==> src/rtl/dcache_miss_ctrl_if.sv <==
// rtl/dcache_miss_ctrl_if.sv - miss request, tag/data/state array and memory signals of the miss controller
interface dcache_miss_ctrl_if #(
  parameter int SET_ASSOCIATIVITY = 8,
  parameter int INDEX_WIDTH       = 7,
  parameter int TAG_WIDTH         = 27,
  parameter int CACHE_LINE_WIDTH  = 64,
  parameter int PADDR_WIDTH       = 34
);
  logic                         miss_valid_i;
  logic                         miss_ready_o;
  logic [PADDR_WIDTH-1:0]       miss_addr_i;
  logic                         miss_we_i;
  logic [31:0]                  miss_wdata_i;
  logic [3:0]                   miss_be_i;
  logic                         miss_bypass_i;
  logic                         mshr_valid_o;
  logic [PADDR_WIDTH-1:0]       mshr_addr_o;
  logic                         done_o;
  logic [CACHE_LINE_WIDTH-1:0]  rdata_o;
  logic                         arr_req_o;
  logic                         arr_we_o;
  logic [INDEX_WIDTH-4:0]       arr_idx_o;
  logic [SET_ASSOCIATIVITY-1:0] arr_way_o;
  logic [TAG_WIDTH-1:0]         arr_wtag_o;
  logic [CACHE_LINE_WIDTH-1:0]  arr_wdata_o;
  logic                         arr_wdirty_o;
  logic [SET_ASSOCIATIVITY-1:0] arr_valid_i;
  logic [SET_ASSOCIATIVITY-1:0] arr_dirty_i;
  logic [TAG_WIDTH-1:0]         arr_rtag_i;
  logic [CACHE_LINE_WIDTH-1:0]  arr_rdata_i;
  logic                         mem_req_o;
  logic                         mem_gnt_i;
  logic                         mem_we_o;
  logic [PADDR_WIDTH-1:0]       mem_addr_o;
  logic [CACHE_LINE_WIDTH-1:0]  mem_wdata_o;
  logic [7:0]                   mem_be_o;
  logic                         mem_rvalid_i;
  logic [CACHE_LINE_WIDTH-1:0]  mem_rdata_i;

  modport master (
    output miss_valid_i, miss_addr_i, miss_we_i, miss_wdata_i, miss_be_i, miss_bypass_i,
    output arr_valid_i, arr_dirty_i, arr_rtag_i, arr_rdata_i,
    output mem_gnt_i, mem_rvalid_i, mem_rdata_i,
    input  miss_ready_o, mshr_valid_o, mshr_addr_o, done_o, rdata_o,
    input  arr_req_o, arr_we_o, arr_idx_o, arr_way_o, arr_wtag_o, arr_wdata_o, arr_wdirty_o,
    input  mem_req_o, mem_we_o, mem_addr_o, mem_wdata_o, mem_be_o
  );

  modport slave (
    input  miss_valid_i, miss_addr_i, miss_we_i, miss_wdata_i, miss_be_i, miss_bypass_i,
    input  arr_valid_i, arr_dirty_i, arr_rtag_i, arr_rdata_i,
    input  mem_gnt_i, mem_rvalid_i, mem_rdata_i,
    output miss_ready_o, mshr_valid_o, mshr_addr_o, done_o, rdata_o,
    output arr_req_o, arr_we_o, arr_idx_o, arr_way_o, arr_wtag_o, arr_wdata_o, arr_wdirty_o,
    output mem_req_o, mem_we_o, mem_addr_o, mem_wdata_o, mem_be_o
  );
endinterface

==> src/rtl/dcache_miss_ctrl.sv <==
// rtl/dcache_miss_ctrl.sv - single-MSHR write-back/write-allocate data cache miss controller
module dcache_miss_ctrl #(
  parameter int SET_ASSOCIATIVITY = 8,
  parameter int INDEX_WIDTH       = 7,
  parameter int TAG_WIDTH         = 27,
  parameter int CACHE_LINE_WIDTH  = 64,
  parameter int PADDR_WIDTH       = 34
) (
  input logic              clk_i,
  input logic              rst_i,
  dcache_miss_ctrl_if.slave bus
);
  localparam int WAY_BITS = $clog2(SET_ASSOCIATIVITY);
  localparam int IDX_BITS = INDEX_WIDTH - 3;

  typedef enum logic [3:0] {
    S_IDLE, S_RD_STATE, S_RD_WAIT, S_RD_VICT, S_VICT_WAIT, S_WB_REQ,
    S_RF_REQ, S_RF_WAIT, S_UPDATE, S_BYP_REQ, S_BYP_WAIT
  } state_t;

  state_t state, state_nxt;

  logic [WAY_BITS-1:0]          rr;
  logic [WAY_BITS-1:0]          victim;
  logic [WAY_BITS-1:0]          victim_sel;
  logic                         all_valid;
  logic                         victim_dirty;
  logic [PADDR_WIDTH-1:0]       req_addr;
  logic                         req_we;
  logic [31:0]                  req_wdata;
  logic [3:0]                   req_be;
  logic [TAG_WIDTH-1:0]         victim_tag;
  logic [CACHE_LINE_WIDTH-1:0]  line_buf;
  logic [CACHE_LINE_WIDTH-1:0]  merged;
  logic [IDX_BITS-1:0]          req_idx;
  logic [TAG_WIDTH-1:0]         req_tag;
  logic [SET_ASSOCIATIVITY-1:0] victim_oh;

  assign req_idx   = req_addr[INDEX_WIDTH-1:3];
  assign req_tag   = req_addr[PADDR_WIDTH-1:INDEX_WIDTH];
  assign victim_oh = SET_ASSOCIATIVITY'(1) << victim;

  // Lowest-index invalid way wins; round-robin only when the whole set is valid.
  always_comb begin
    victim_sel = rr;
    all_valid  = 1'b1;
    for (int w = SET_ASSOCIATIVITY - 1; w >= 0; w--) begin
      if (!bus.arr_valid_i[w]) begin
        victim_sel = WAY_BITS'(w);
        all_valid  = 1'b0;
      end
    end
    victim_dirty = bus.arr_valid_i[victim_sel] && bus.arr_dirty_i[victim_sel];
  end

  always_comb begin
    merged = line_buf;
    if (req_we) begin
      for (int b = 0; b < 4; b++) begin
        if (req_be[b]) merged[{req_addr[2], 2'(b), 3'b000} +: 8] = req_wdata[b*8 +: 8];
      end
    end
  end

  always_ff @(posedge clk_i) begin
    if (rst_i) state <= S_IDLE;
    else       state <= state_nxt;
  end

  always_comb begin
    state_nxt = state;
    case (state)
      S_IDLE:      if (bus.miss_valid_i) state_nxt = bus.miss_bypass_i ? S_BYP_REQ : S_RD_STATE;
      S_RD_STATE:  state_nxt = S_RD_WAIT;
      S_RD_WAIT:   state_nxt = victim_dirty ? S_RD_VICT : S_RF_REQ;
      S_RD_VICT:   state_nxt = S_VICT_WAIT;
      S_VICT_WAIT: state_nxt = S_WB_REQ;
      S_WB_REQ:    if (bus.mem_gnt_i) state_nxt = S_RF_REQ;
      S_RF_REQ:    if (bus.mem_gnt_i) state_nxt = S_RF_WAIT;
      S_RF_WAIT:   if (bus.mem_rvalid_i) state_nxt = S_UPDATE;
      S_UPDATE:    state_nxt = S_IDLE;
      S_BYP_REQ:   if (bus.mem_gnt_i) state_nxt = req_we ? S_IDLE : S_BYP_WAIT;
      S_BYP_WAIT:  if (bus.mem_rvalid_i) state_nxt = S_IDLE;
      default:     state_nxt = S_IDLE;
    endcase
  end

  always_comb begin
    bus.miss_ready_o = (state == S_IDLE) && !rst_i;
    bus.mshr_valid_o = (state != S_IDLE);
    bus.mshr_addr_o  = (state != S_IDLE) ? req_addr : '0;
    bus.done_o       = 1'b0;
    bus.rdata_o      = '0;
    bus.arr_req_o    = 1'b0;
    bus.arr_we_o     = 1'b0;
    bus.arr_idx_o    = '0;
    bus.arr_way_o    = '0;
    bus.arr_wtag_o   = '0;
    bus.arr_wdata_o  = '0;
    bus.arr_wdirty_o = 1'b0;
    bus.mem_req_o    = 1'b0;
    bus.mem_we_o     = 1'b0;
    bus.mem_addr_o   = '0;
    bus.mem_wdata_o  = '0;
    bus.mem_be_o     = '0;
    case (state)
      S_RD_STATE: begin
        bus.arr_req_o = 1'b1;
        bus.arr_idx_o = req_idx;
        bus.arr_way_o = '1;
      end
      S_RD_VICT: begin
        bus.arr_req_o = 1'b1;
        bus.arr_idx_o = req_idx;
        bus.arr_way_o = victim_oh;
      end
      S_WB_REQ: begin
        bus.mem_req_o   = 1'b1;
        bus.mem_we_o    = 1'b1;
        bus.mem_addr_o  = {victim_tag, req_idx, 3'b000};
        bus.mem_wdata_o = line_buf;
        bus.mem_be_o    = 8'hFF;
      end
      S_RF_REQ: begin
        bus.mem_req_o  = 1'b1;
        bus.mem_addr_o = {req_tag, req_idx, 3'b000};
        bus.mem_be_o   = 8'hFF;
      end
      S_UPDATE: begin
        bus.arr_req_o    = 1'b1;
        bus.arr_we_o     = 1'b1;
        bus.arr_idx_o    = req_idx;
        bus.arr_way_o    = victim_oh;
        bus.arr_wtag_o   = req_tag;
        bus.arr_wdata_o  = merged;
        bus.arr_wdirty_o = req_we;
        bus.done_o       = 1'b1;
        bus.rdata_o      = merged;
      end
      S_BYP_REQ: begin
        // Uncached loads fetch the whole addressed word; stores use their own byte enables.
        bus.mem_req_o   = 1'b1;
        bus.mem_we_o    = req_we;
        bus.mem_addr_o  = req_addr;
        bus.mem_wdata_o = {2{req_wdata}};
        if (req_we) bus.mem_be_o = req_addr[2] ? {req_be, 4'h0} : {4'h0, req_be};
        else        bus.mem_be_o = req_addr[2] ? 8'hF0 : 8'h0F;
        bus.done_o      = req_we && bus.mem_gnt_i;
      end
      S_BYP_WAIT: begin
        bus.done_o  = bus.mem_rvalid_i;
        bus.rdata_o = bus.mem_rvalid_i ? bus.mem_rdata_i : '0;
      end
      default: ;
    endcase
  end

  always_ff @(posedge clk_i) begin
    if (rst_i) begin
      rr         <= '0;
      victim     <= '0;
      req_addr   <= '0;
      req_we     <= 1'b0;
      req_wdata  <= '0;
      req_be     <= '0;
      victim_tag <= '0;
      line_buf   <= '0;
    end else begin
      if (state == S_IDLE && bus.miss_valid_i) begin
        req_addr  <= bus.miss_addr_i;
        req_we    <= bus.miss_we_i;
        req_wdata <= bus.miss_wdata_i;
        req_be    <= bus.miss_be_i;
      end
      if (state == S_RD_WAIT) begin
        victim <= victim_sel;
        if (all_valid) rr <= rr + 1'b1;
      end
      if (state == S_VICT_WAIT) begin
        victim_tag <= bus.arr_rtag_i;
        line_buf   <= bus.arr_rdata_i;
      end
      if (state == S_RF_WAIT && bus.mem_rvalid_i) line_buf <= bus.mem_rdata_i;
    end
  end
endmodule

==> src/flat_wrapper.sv <==
// flat-port wrapper written by rule: the top's interface ports become plain ports
module dcache_miss_ctrl_flat 
#(
  parameter int SET_ASSOCIATIVITY = 8,
  parameter int INDEX_WIDTH       = 7,
  parameter int TAG_WIDTH         = 27,
  parameter int CACHE_LINE_WIDTH  = 64,
  parameter int PADDR_WIDTH       = 34
)
  (clk_i, rst_i, bus_miss_valid_i, bus_miss_addr_i, bus_miss_we_i, bus_miss_wdata_i, bus_miss_be_i, bus_miss_bypass_i, bus_arr_valid_i, bus_arr_dirty_i, bus_arr_rtag_i, bus_arr_rdata_i, bus_mem_gnt_i, bus_mem_rvalid_i, bus_mem_rdata_i, bus_miss_ready_o, bus_mshr_valid_o, bus_mshr_addr_o, bus_done_o, bus_rdata_o, bus_arr_req_o, bus_arr_we_o, bus_arr_idx_o, bus_arr_way_o, bus_arr_wtag_o, bus_arr_wdata_o, bus_arr_wdirty_o, bus_mem_req_o, bus_mem_we_o, bus_mem_addr_o, bus_mem_wdata_o, bus_mem_be_o);
  dcache_miss_ctrl_if #(.SET_ASSOCIATIVITY(SET_ASSOCIATIVITY), .INDEX_WIDTH(INDEX_WIDTH), .TAG_WIDTH(TAG_WIDTH), .CACHE_LINE_WIDTH(CACHE_LINE_WIDTH), .PADDR_WIDTH(PADDR_WIDTH)) bus_i ();
  input logic clk_i;
  input logic rst_i;
  input wire logic [$bits(bus_i.miss_valid_i)-1:0] bus_miss_valid_i;
  input wire logic [$bits(bus_i.miss_addr_i)-1:0] bus_miss_addr_i;
  input wire logic [$bits(bus_i.miss_we_i)-1:0] bus_miss_we_i;
  input wire logic [$bits(bus_i.miss_wdata_i)-1:0] bus_miss_wdata_i;
  input wire logic [$bits(bus_i.miss_be_i)-1:0] bus_miss_be_i;
  input wire logic [$bits(bus_i.miss_bypass_i)-1:0] bus_miss_bypass_i;
  input wire logic [$bits(bus_i.arr_valid_i)-1:0] bus_arr_valid_i;
  input wire logic [$bits(bus_i.arr_dirty_i)-1:0] bus_arr_dirty_i;
  input wire logic [$bits(bus_i.arr_rtag_i)-1:0] bus_arr_rtag_i;
  input wire logic [$bits(bus_i.arr_rdata_i)-1:0] bus_arr_rdata_i;
  input wire logic [$bits(bus_i.mem_gnt_i)-1:0] bus_mem_gnt_i;
  input wire logic [$bits(bus_i.mem_rvalid_i)-1:0] bus_mem_rvalid_i;
  input wire logic [$bits(bus_i.mem_rdata_i)-1:0] bus_mem_rdata_i;
  output wire logic [$bits(bus_i.miss_ready_o)-1:0] bus_miss_ready_o;
  output wire logic [$bits(bus_i.mshr_valid_o)-1:0] bus_mshr_valid_o;
  output wire logic [$bits(bus_i.mshr_addr_o)-1:0] bus_mshr_addr_o;
  output wire logic [$bits(bus_i.done_o)-1:0] bus_done_o;
  output wire logic [$bits(bus_i.rdata_o)-1:0] bus_rdata_o;
  output wire logic [$bits(bus_i.arr_req_o)-1:0] bus_arr_req_o;
  output wire logic [$bits(bus_i.arr_we_o)-1:0] bus_arr_we_o;
  output wire logic [$bits(bus_i.arr_idx_o)-1:0] bus_arr_idx_o;
  output wire logic [$bits(bus_i.arr_way_o)-1:0] bus_arr_way_o;
  output wire logic [$bits(bus_i.arr_wtag_o)-1:0] bus_arr_wtag_o;
  output wire logic [$bits(bus_i.arr_wdata_o)-1:0] bus_arr_wdata_o;
  output wire logic [$bits(bus_i.arr_wdirty_o)-1:0] bus_arr_wdirty_o;
  output wire logic [$bits(bus_i.mem_req_o)-1:0] bus_mem_req_o;
  output wire logic [$bits(bus_i.mem_we_o)-1:0] bus_mem_we_o;
  output wire logic [$bits(bus_i.mem_addr_o)-1:0] bus_mem_addr_o;
  output wire logic [$bits(bus_i.mem_wdata_o)-1:0] bus_mem_wdata_o;
  output wire logic [$bits(bus_i.mem_be_o)-1:0] bus_mem_be_o;
  assign bus_i.miss_valid_i = bus_miss_valid_i;
  assign bus_i.miss_addr_i = bus_miss_addr_i;
  assign bus_i.miss_we_i = bus_miss_we_i;
  assign bus_i.miss_wdata_i = bus_miss_wdata_i;
  assign bus_i.miss_be_i = bus_miss_be_i;
  assign bus_i.miss_bypass_i = bus_miss_bypass_i;
  assign bus_i.arr_valid_i = bus_arr_valid_i;
  assign bus_i.arr_dirty_i = bus_arr_dirty_i;
  assign bus_i.arr_rtag_i = bus_arr_rtag_i;
  assign bus_i.arr_rdata_i = bus_arr_rdata_i;
  assign bus_i.mem_gnt_i = bus_mem_gnt_i;
  assign bus_i.mem_rvalid_i = bus_mem_rvalid_i;
  assign bus_i.mem_rdata_i = bus_mem_rdata_i;
  assign bus_miss_ready_o = bus_i.miss_ready_o;
  assign bus_mshr_valid_o = bus_i.mshr_valid_o;
  assign bus_mshr_addr_o = bus_i.mshr_addr_o;
  assign bus_done_o = bus_i.done_o;
  assign bus_rdata_o = bus_i.rdata_o;
  assign bus_arr_req_o = bus_i.arr_req_o;
  assign bus_arr_we_o = bus_i.arr_we_o;
  assign bus_arr_idx_o = bus_i.arr_idx_o;
  assign bus_arr_way_o = bus_i.arr_way_o;
  assign bus_arr_wtag_o = bus_i.arr_wtag_o;
  assign bus_arr_wdata_o = bus_i.arr_wdata_o;
  assign bus_arr_wdirty_o = bus_i.arr_wdirty_o;
  assign bus_mem_req_o = bus_i.mem_req_o;
  assign bus_mem_we_o = bus_i.mem_we_o;
  assign bus_mem_addr_o = bus_i.mem_addr_o;
  assign bus_mem_wdata_o = bus_i.mem_wdata_o;
  assign bus_mem_be_o = bus_i.mem_be_o;
  dcache_miss_ctrl #(.SET_ASSOCIATIVITY(SET_ASSOCIATIVITY), .INDEX_WIDTH(INDEX_WIDTH), .TAG_WIDTH(TAG_WIDTH), .CACHE_LINE_WIDTH(CACHE_LINE_WIDTH), .PADDR_WIDTH(PADDR_WIDTH)) u_core (.clk_i(clk_i), .rst_i(rst_i), .bus(bus_i));
endmodule
==> config.mk <==
export PLATFORM = sky130hd
export DESIGN_NAME = dcache_miss_ctrl_flat
export DESIGN_NICKNAME = d
export VERILOG_FILES = /design/src/rtl/dcache_miss_ctrl_if.sv /design/src/rtl/dcache_miss_ctrl.sv /design/src/flat_wrapper.sv
export SDC_FILE = /design/constraint.sdc
export NUM_CORES = 1
export LEC_CHECK = 0
export CAP_MARGIN = 30
export CORE_AREA = 2 2 222 224
export CTS_BUF_LIST = sky130_fd_sc_hd__clkbuf_4
export DETAILED_ROUTE_END_ITERATION = 7
export DIE_AREA = 0 0 224 226
export GPL_TIMING_DRIVEN = 1
export PLACE_DENSITY = 0.57
export SLEW_MARGIN = 10
export SYNTH_ARGS = -nofsm -noshare
export SYNTH_HDL_FRONTEND = slang
export SYNTH_SLANG_ARGS = --single-unit
==> constraint.sdc <==
create_clock -name clk_i -period 2.8 [get_ports clk_i]
set_clock_uncertainty 0.15 [all_clocks]
set_input_delay 0.56 -clock clk_i [delete_from_list [all_inputs] [get_ports clk_i]]
set_output_delay 0.56 -clock clk_i [all_outputs]
set_load 0.1 [all_outputs]
==> After elaboration in Yosys (flattened, before gate mapping) <==
Cells that the tools add are included.
W data, S select, Z words.
{ "totals": {"out_inout_bits": 315, "in_bits": 248, "register_bits": 172, "wordCells": 118} }
{ "op_classes": {"eq_ne": 16, "magnitude_cmp": 1, "reduce_logical": 15, "shifts": 9, "add_sub_neg": 5, "n_mux": 63} }
{ "ops": {"columns": ["cell", "n"], "rows": [
  ["$mux W64", 12],
  ["$bwmux W64", 4],
  ["$pmux W64 S2", 2],
  ["$shift A8 B8 Y64 const A", 4],
  ["$shiftx A8 B8 Y64", 4],
  ["$pmux W34 S3", 1],
  ["$pmux W4 S10", 1],
  ["$mux W4", 9],
  ["$mux W34", 1],
  ["$neg A6 Y8", 4],
  ["$pmux W8 S2", 2],
  ["$mux W27", 1],
  ["$mux W3", 9],
  ["$mux W8", 3],
  ["$eq A4 B3 Y1 const B", 4],
  ["$mux W1", 14],
  ["$eq A4 B4 Y1 const B", 3],
  ["$ne A2 B2 Y1 const B", 6],
  ["$eq A4 B2 Y1 const B", 2],
  ["$shl A1 B3 Y8 const A", 1],
  ["$bmux W1 S3", 2],
  ["$reduce_and A6 Y1", 1],
  ["$reduce_or A3 Y1", 2],
  ["$logic_and A1 B1 Y1", 5],
  ["other kinds (11)", 12]
]} }

==> Longest topological paths before layout <==
{ "logic_depth": {"ltp_word": 15, "mapped_depth": 9, "ltp_nobuf": 7} }

==> Worst setup path before layout <==
OpenSTA, ideal clock, no wires.
{ "synth_path": {"kind": "flip-flop to output port", "start": "register u_core.state[1]", "end": "output bus_rdata_o[24]", "arrival_ps": 3415, "stages_incl_launch_ff": 9, "path_buffers": 4, "slack_ps": -1325, "cell_sequence": "dfxtp_1 -> buf_2 -> buf_2 -> nor2_1 -> nand3b_1 -> buf_2 -> buf_2 -> a21oi_1 -> a21o_1"} }
{ "synth_between": {"elab_chain_len": 2} }
{ "synth_rtl": {"columns": ["item", "line", "source"], "rows": [
  ["start, declared", "dcache_miss_ctrl.sv:21", "state_t state, state_nxt;"],
  ["start signal, assigned", "dcache_miss_ctrl.sv:67", "else state <= state_nxt;"],
  ["$eq A4 B4 Y1", "dcache_miss_ctrl.sv:106", "case (state)"],
  ["$pmux W64 S2 (*)", "dcache_miss_ctrl.sv:106", null],
  ["end, declared", "flat_wrapper.sv:31", "output wire logic [$bits(bus_i.rdata_o)-1:0] bus_rdata_o;"]
]} }
Mark *: on every way between the ends. The rest lies on a longest branch, timed or not.

==> Worst setup path in the final report <==
{ "layout_path": {"start": "register u_core.state[0]", "end": "output bus_rdata_o[16]"} }
Same word-level chain as after synthesis.

==> results.tsv <==
stage	metric	value	unit
floorplan	die width	224	microns
worst_setup_path	critical path required time	2.09	ns
drt	M1 WL	23.80	mm
power	Pwr Density	578.2	mW/mm^2
grt	initial antenna violation count	8	
worst_setup_path	R2R setup slack	0.05	ns
clocking	Worst-Skew Late Latency	0.68	ns
drt	Avg WL per Cell	24.06	microns
worst_setup_path	kind of end point of the critical path	output pin	
drt	via count	12740	
sta	min Tclk post-route	3.118	ns
sta	RSZ-0062 raised after global routing	yes	
grt	gr ovfl total	0	
logic_synthesis	FFs w/ async S/R, synth	0	
floorplan	area of the core	0.04834	sq mm
logic_synthesis	Post-Syn Nets	1569	
floorplan	Starting Density	0.2024	
finish	Nets	2187	
worst_setup_path	Worst Setup SP	u_core.state[0]	
floorplan	Rows	81	
sta	final setup vio count	312	
placement	Port Buffers	562	
sta	worst slew pin tran	0.5845	ns
run_status	status	finished, violations left	
drt	routed wl met3	5.095	mm
grt	largest net degree at the start of global routing	69	
placement	hpwl dp	42.74	mm
clocking	TritonCTS clock tree	built	
clocking	cts bufs inserted	17	
logic_synthesis	Synth Area in Compound Gates	0.3130	
clocking	H-tree depth	4	
sta	fin. max-slew vios	0	
logic_synthesis	register area share after synthesis	0.3519	
worst_setup_path	Worst Reg2Reg Path Length in Cells	10	
worst_setup_path	R2R Path End	u_core.req_wdata[21]	
logic_synthesis	Post-synth EDFFs	0	
finish	share of layout cells above drive strength 1	0.4272	
worst_hold_path	Hold Path Class	primary input to register	
finish	Syn-to-layout area delta	144.7	%
power	Lkg Pwr	8.965	nW
sta	Fmax achieved	0.3207	GHz
drt	antenna viol nets, final	0	
placement	Placement Cell Area	0.02090	sq mm
grt	Tot GR Track Use	0.2171	
sta	fin worst setup slack	-0.3183	ns
floorplan	I/O Pins	563	
logic_synthesis	cell area after synthesis	0.009784	sq mm
floorplan	DIE HEIGHT	226	microns
power	Worst VDD drop	0.7542	mV
grt	first-pass GRT wire length	81.76	mm
clocking	Clock Sinks	172	
sta	Hold Vio Cnt, Final	0	
logic_synthesis	#FFs+latches synth	172	
grt	vias in the first global route	12500	
logic_synthesis	post-synthesis mux area share	0.03951	
logic_synthesis	Warnings, synthesis	0	
logic_synthesis	Post-Synth XOR/XNOR Area	0.002685	
logic_synthesis	largest family of logic cells by synthesized area	compound AO/OA/AOI/OAI gates	
drt	routed wire length	62.12	mm
drt	DRC	0	
worst_setup_path	crit-path max FO	7	
drt	Detailed Route Iter0 Violations	742	
worst_setup_path	CP Class	register to output pin	
floorplan	die footprint	0.05062	sq mm
flow_run	max-cap violations	0	
sta	Fin Setup TNS	-60.32	ns
logic_synthesis	Syn Inst Count	1320	
clocking	Root Buffer	clkbuf_4	
drt	met2 wire length	31.84	mm
worst_setup_path	R2R Path Start	u_core.state[0]	
logic_synthesis	Post-Synth Adder-Cell Area	0.001279	
placement	gpl congestion	0.8212	
logic_synthesis	Main synth FF type	dfxtp_1	
sta	Rel. slew slack	0.6103	
clocking	clk buf depth	2	
drt	top sig layer	met5	
drt	first drt pass iteration count	7	
sta	crit share post-route	1.114	
worst_setup_path	Critical Path AT	2.41	ns
finish	final instance area	0.02395	sq mm
worst_setup_path	crit path to	bus_rdata_o[16]	
run_status	failing checks	negative setup slack	
worst_setup_path	Setup crit start kind	register	
logic_synthesis	Netlist cell types	52	
logic_synthesis	simple-gate share of the synthesized area	0.2354	
logic_synthesis	Avg Cell Area, Syn	7.412	sq um
clocking	Reg clk slew, reported paths	0.17	ns
drt	Vias/cell	4.933	
-- state kept, by name (all words and copies together), names as in the netlist, 3 cells and up --
| register | flops |
|---|---|
| u_core.req_wdata | 32 |
| u_core.victim | 3 |
| u_core.req_be | 4 |
| u_core.victim_tag | 27 |
| u_core.rr | 3 |
| u_core.state | 4 |
| u_core.req_addr | 34 |
| u_core.line_buf | 64 |
-- placed cells by master (no fill, tap or decap), types with 5 or more instances in the layout --
cell	instances
nand2_4	5
buf_4	43
nand3_2	5
buf_8	17
and2_4	35
buf_6	24
clkdlybuf4s50_1	246
buf_12	353
dfxtp_1	163
nand2_2	7
nor2b_2	6
nor2_1	13
dfxtp_4	5
buf_16	11
a22oi_1	65
mux2i_4	5
o21ai_4	12
clkbuf_16	18
nor2_4	38
nor2b_4	17
diode_2	10
a21o_4	64
nand2_1	304
nand3_1	35
a21oi_4	34
clkbuf_4	18
mux2i_1	22
a21oi_1	167
a22o_1	36
mux2i_2	9
nor2b_1	18
a22o_4	55
-- cell families (layout without fill, tap and decap cells) --
kind of cell             count (synthesis)  after routing
XOR/XNOR                                 3              3
flip-flops                             172            172
multiplexers                            38             38
other                                    0             10
AO/OA/AOI/OAI                          462            462
buffers and inverters                  127            757
AND/OR/NAND/NOR                        517            517
adder cells (fa/ha/maj)                  1              1
-- worst max-delay path, stage by stage, from the launching register on --
cell      delay [ns]
dfxtp_4         0.40
buf_12          0.14
nand3b_1        0.16
buf_6           0.16
buf_12          0.15
buf_16          0.15
a21oi_4         0.25
a21o_4          0.14
buf_12          0.16
-- power breakdown --
group	leakage [nW]	switching, mW	internal, mW
clock	0.175	1.02	0.723
sequential	1.40	0.574	2.84
combinational	7.39	5.28	3.42
total	8.97	6.87	6.98
-- synth_stat cells, types with 4 or more instances --
library cell  instances  area, sq um
nand2_1             316         1186
a21oi_1             201         1006
dfxtp_1             172         3443
a22o_1               91        797.0
a21o_1               66        495.5
a22oi_1              65        488.0
buf_2                58        290.3
clkbuf_1             56        210.2
nor2_1               50        187.7
nand3_1              42        210.2
nor2b_1              41        256.5
and2_1               40        250.2
mux2i_1              36        360.4
o21ai_0              17        85.08
inv_1                 8        30.03
nand2b_1              6        37.54
nor3_1                4        20.02
-- cell type report --
class | instances | area [sq um]
multi-input cells | 1021 | 8092
clock buffers | 18 | 135.1
repair inverters | 3 | 48.80
fillers | 4315 | 24400
inverters | 10 | 70.07
flip-flops and latches | 172 | 3467
diodes | 10 | 25.02
repair buffers | 713 | 11140
clock inverters | 13 | 190.2
well taps | 622 | 778.2
-- routing by layer --
layer | global-route usage | vias to the layer above
li1 | - | 5904
met4 | 0.04903 | 8
met5 | 0 | -
met1 | 0.2433 | 6209
met2 | 0.3919 | 545
met3 | 0.07793 | 70
-- per-stage QoR --
stage	instances	worst slack (ns)	util	power (mW)	hold WS [ns]
after floorplan	1320	-0.4887	-	7.451	0.2866
after global placement	2462	-0.06743	0.4322	10.35	0.2918
after detailed placement	2462	-0.06060	0.4322	10.41	0.3003
after CTS	2516	-0.3592	0.4554	12.80	0.1759
after global routing	2579	-0.4451	0.4952	14.43	0.1582
final	2582	-0.3183	0.4954	13.85	0.2448
-- how the worst min path moves through the flow --
stage	startpoint	end	slack, ns	cells after the start
6_report	bus_arr_rtag_i[1]	u_core.victim_tag[1]	0.24	3
5_1_grt	bus_miss_addr_i[3]	u_core.req_addr[3]	0.16	3
4_1_cts	bus_miss_addr_i[9]	u_core.req_addr[9]	0.18	3
3_5_place_dp	u_core.victim_tag[14]	u_core.victim_tag[14]	0.30	2
3_3_place_gp	u_core.victim_tag[19]	u_core.victim_tag[19]	0.29	2
2_1_floorplan	u_core.victim_tag[0]	u_core.victim_tag[0]	0.29	2
-- repair_timing --
item | CTS | global route
pin swaps | 18 | 96
resized for setup | 111 | 203
gates cloned | 5 | 27
setup endpoints to repair | 315 | 315
hold buffers | 1 | 0
endpoints found under the hold margin | 7 | 0
setup buffers | 17 | 30
No activity file was read; power rests on OpenSTA's default activity.
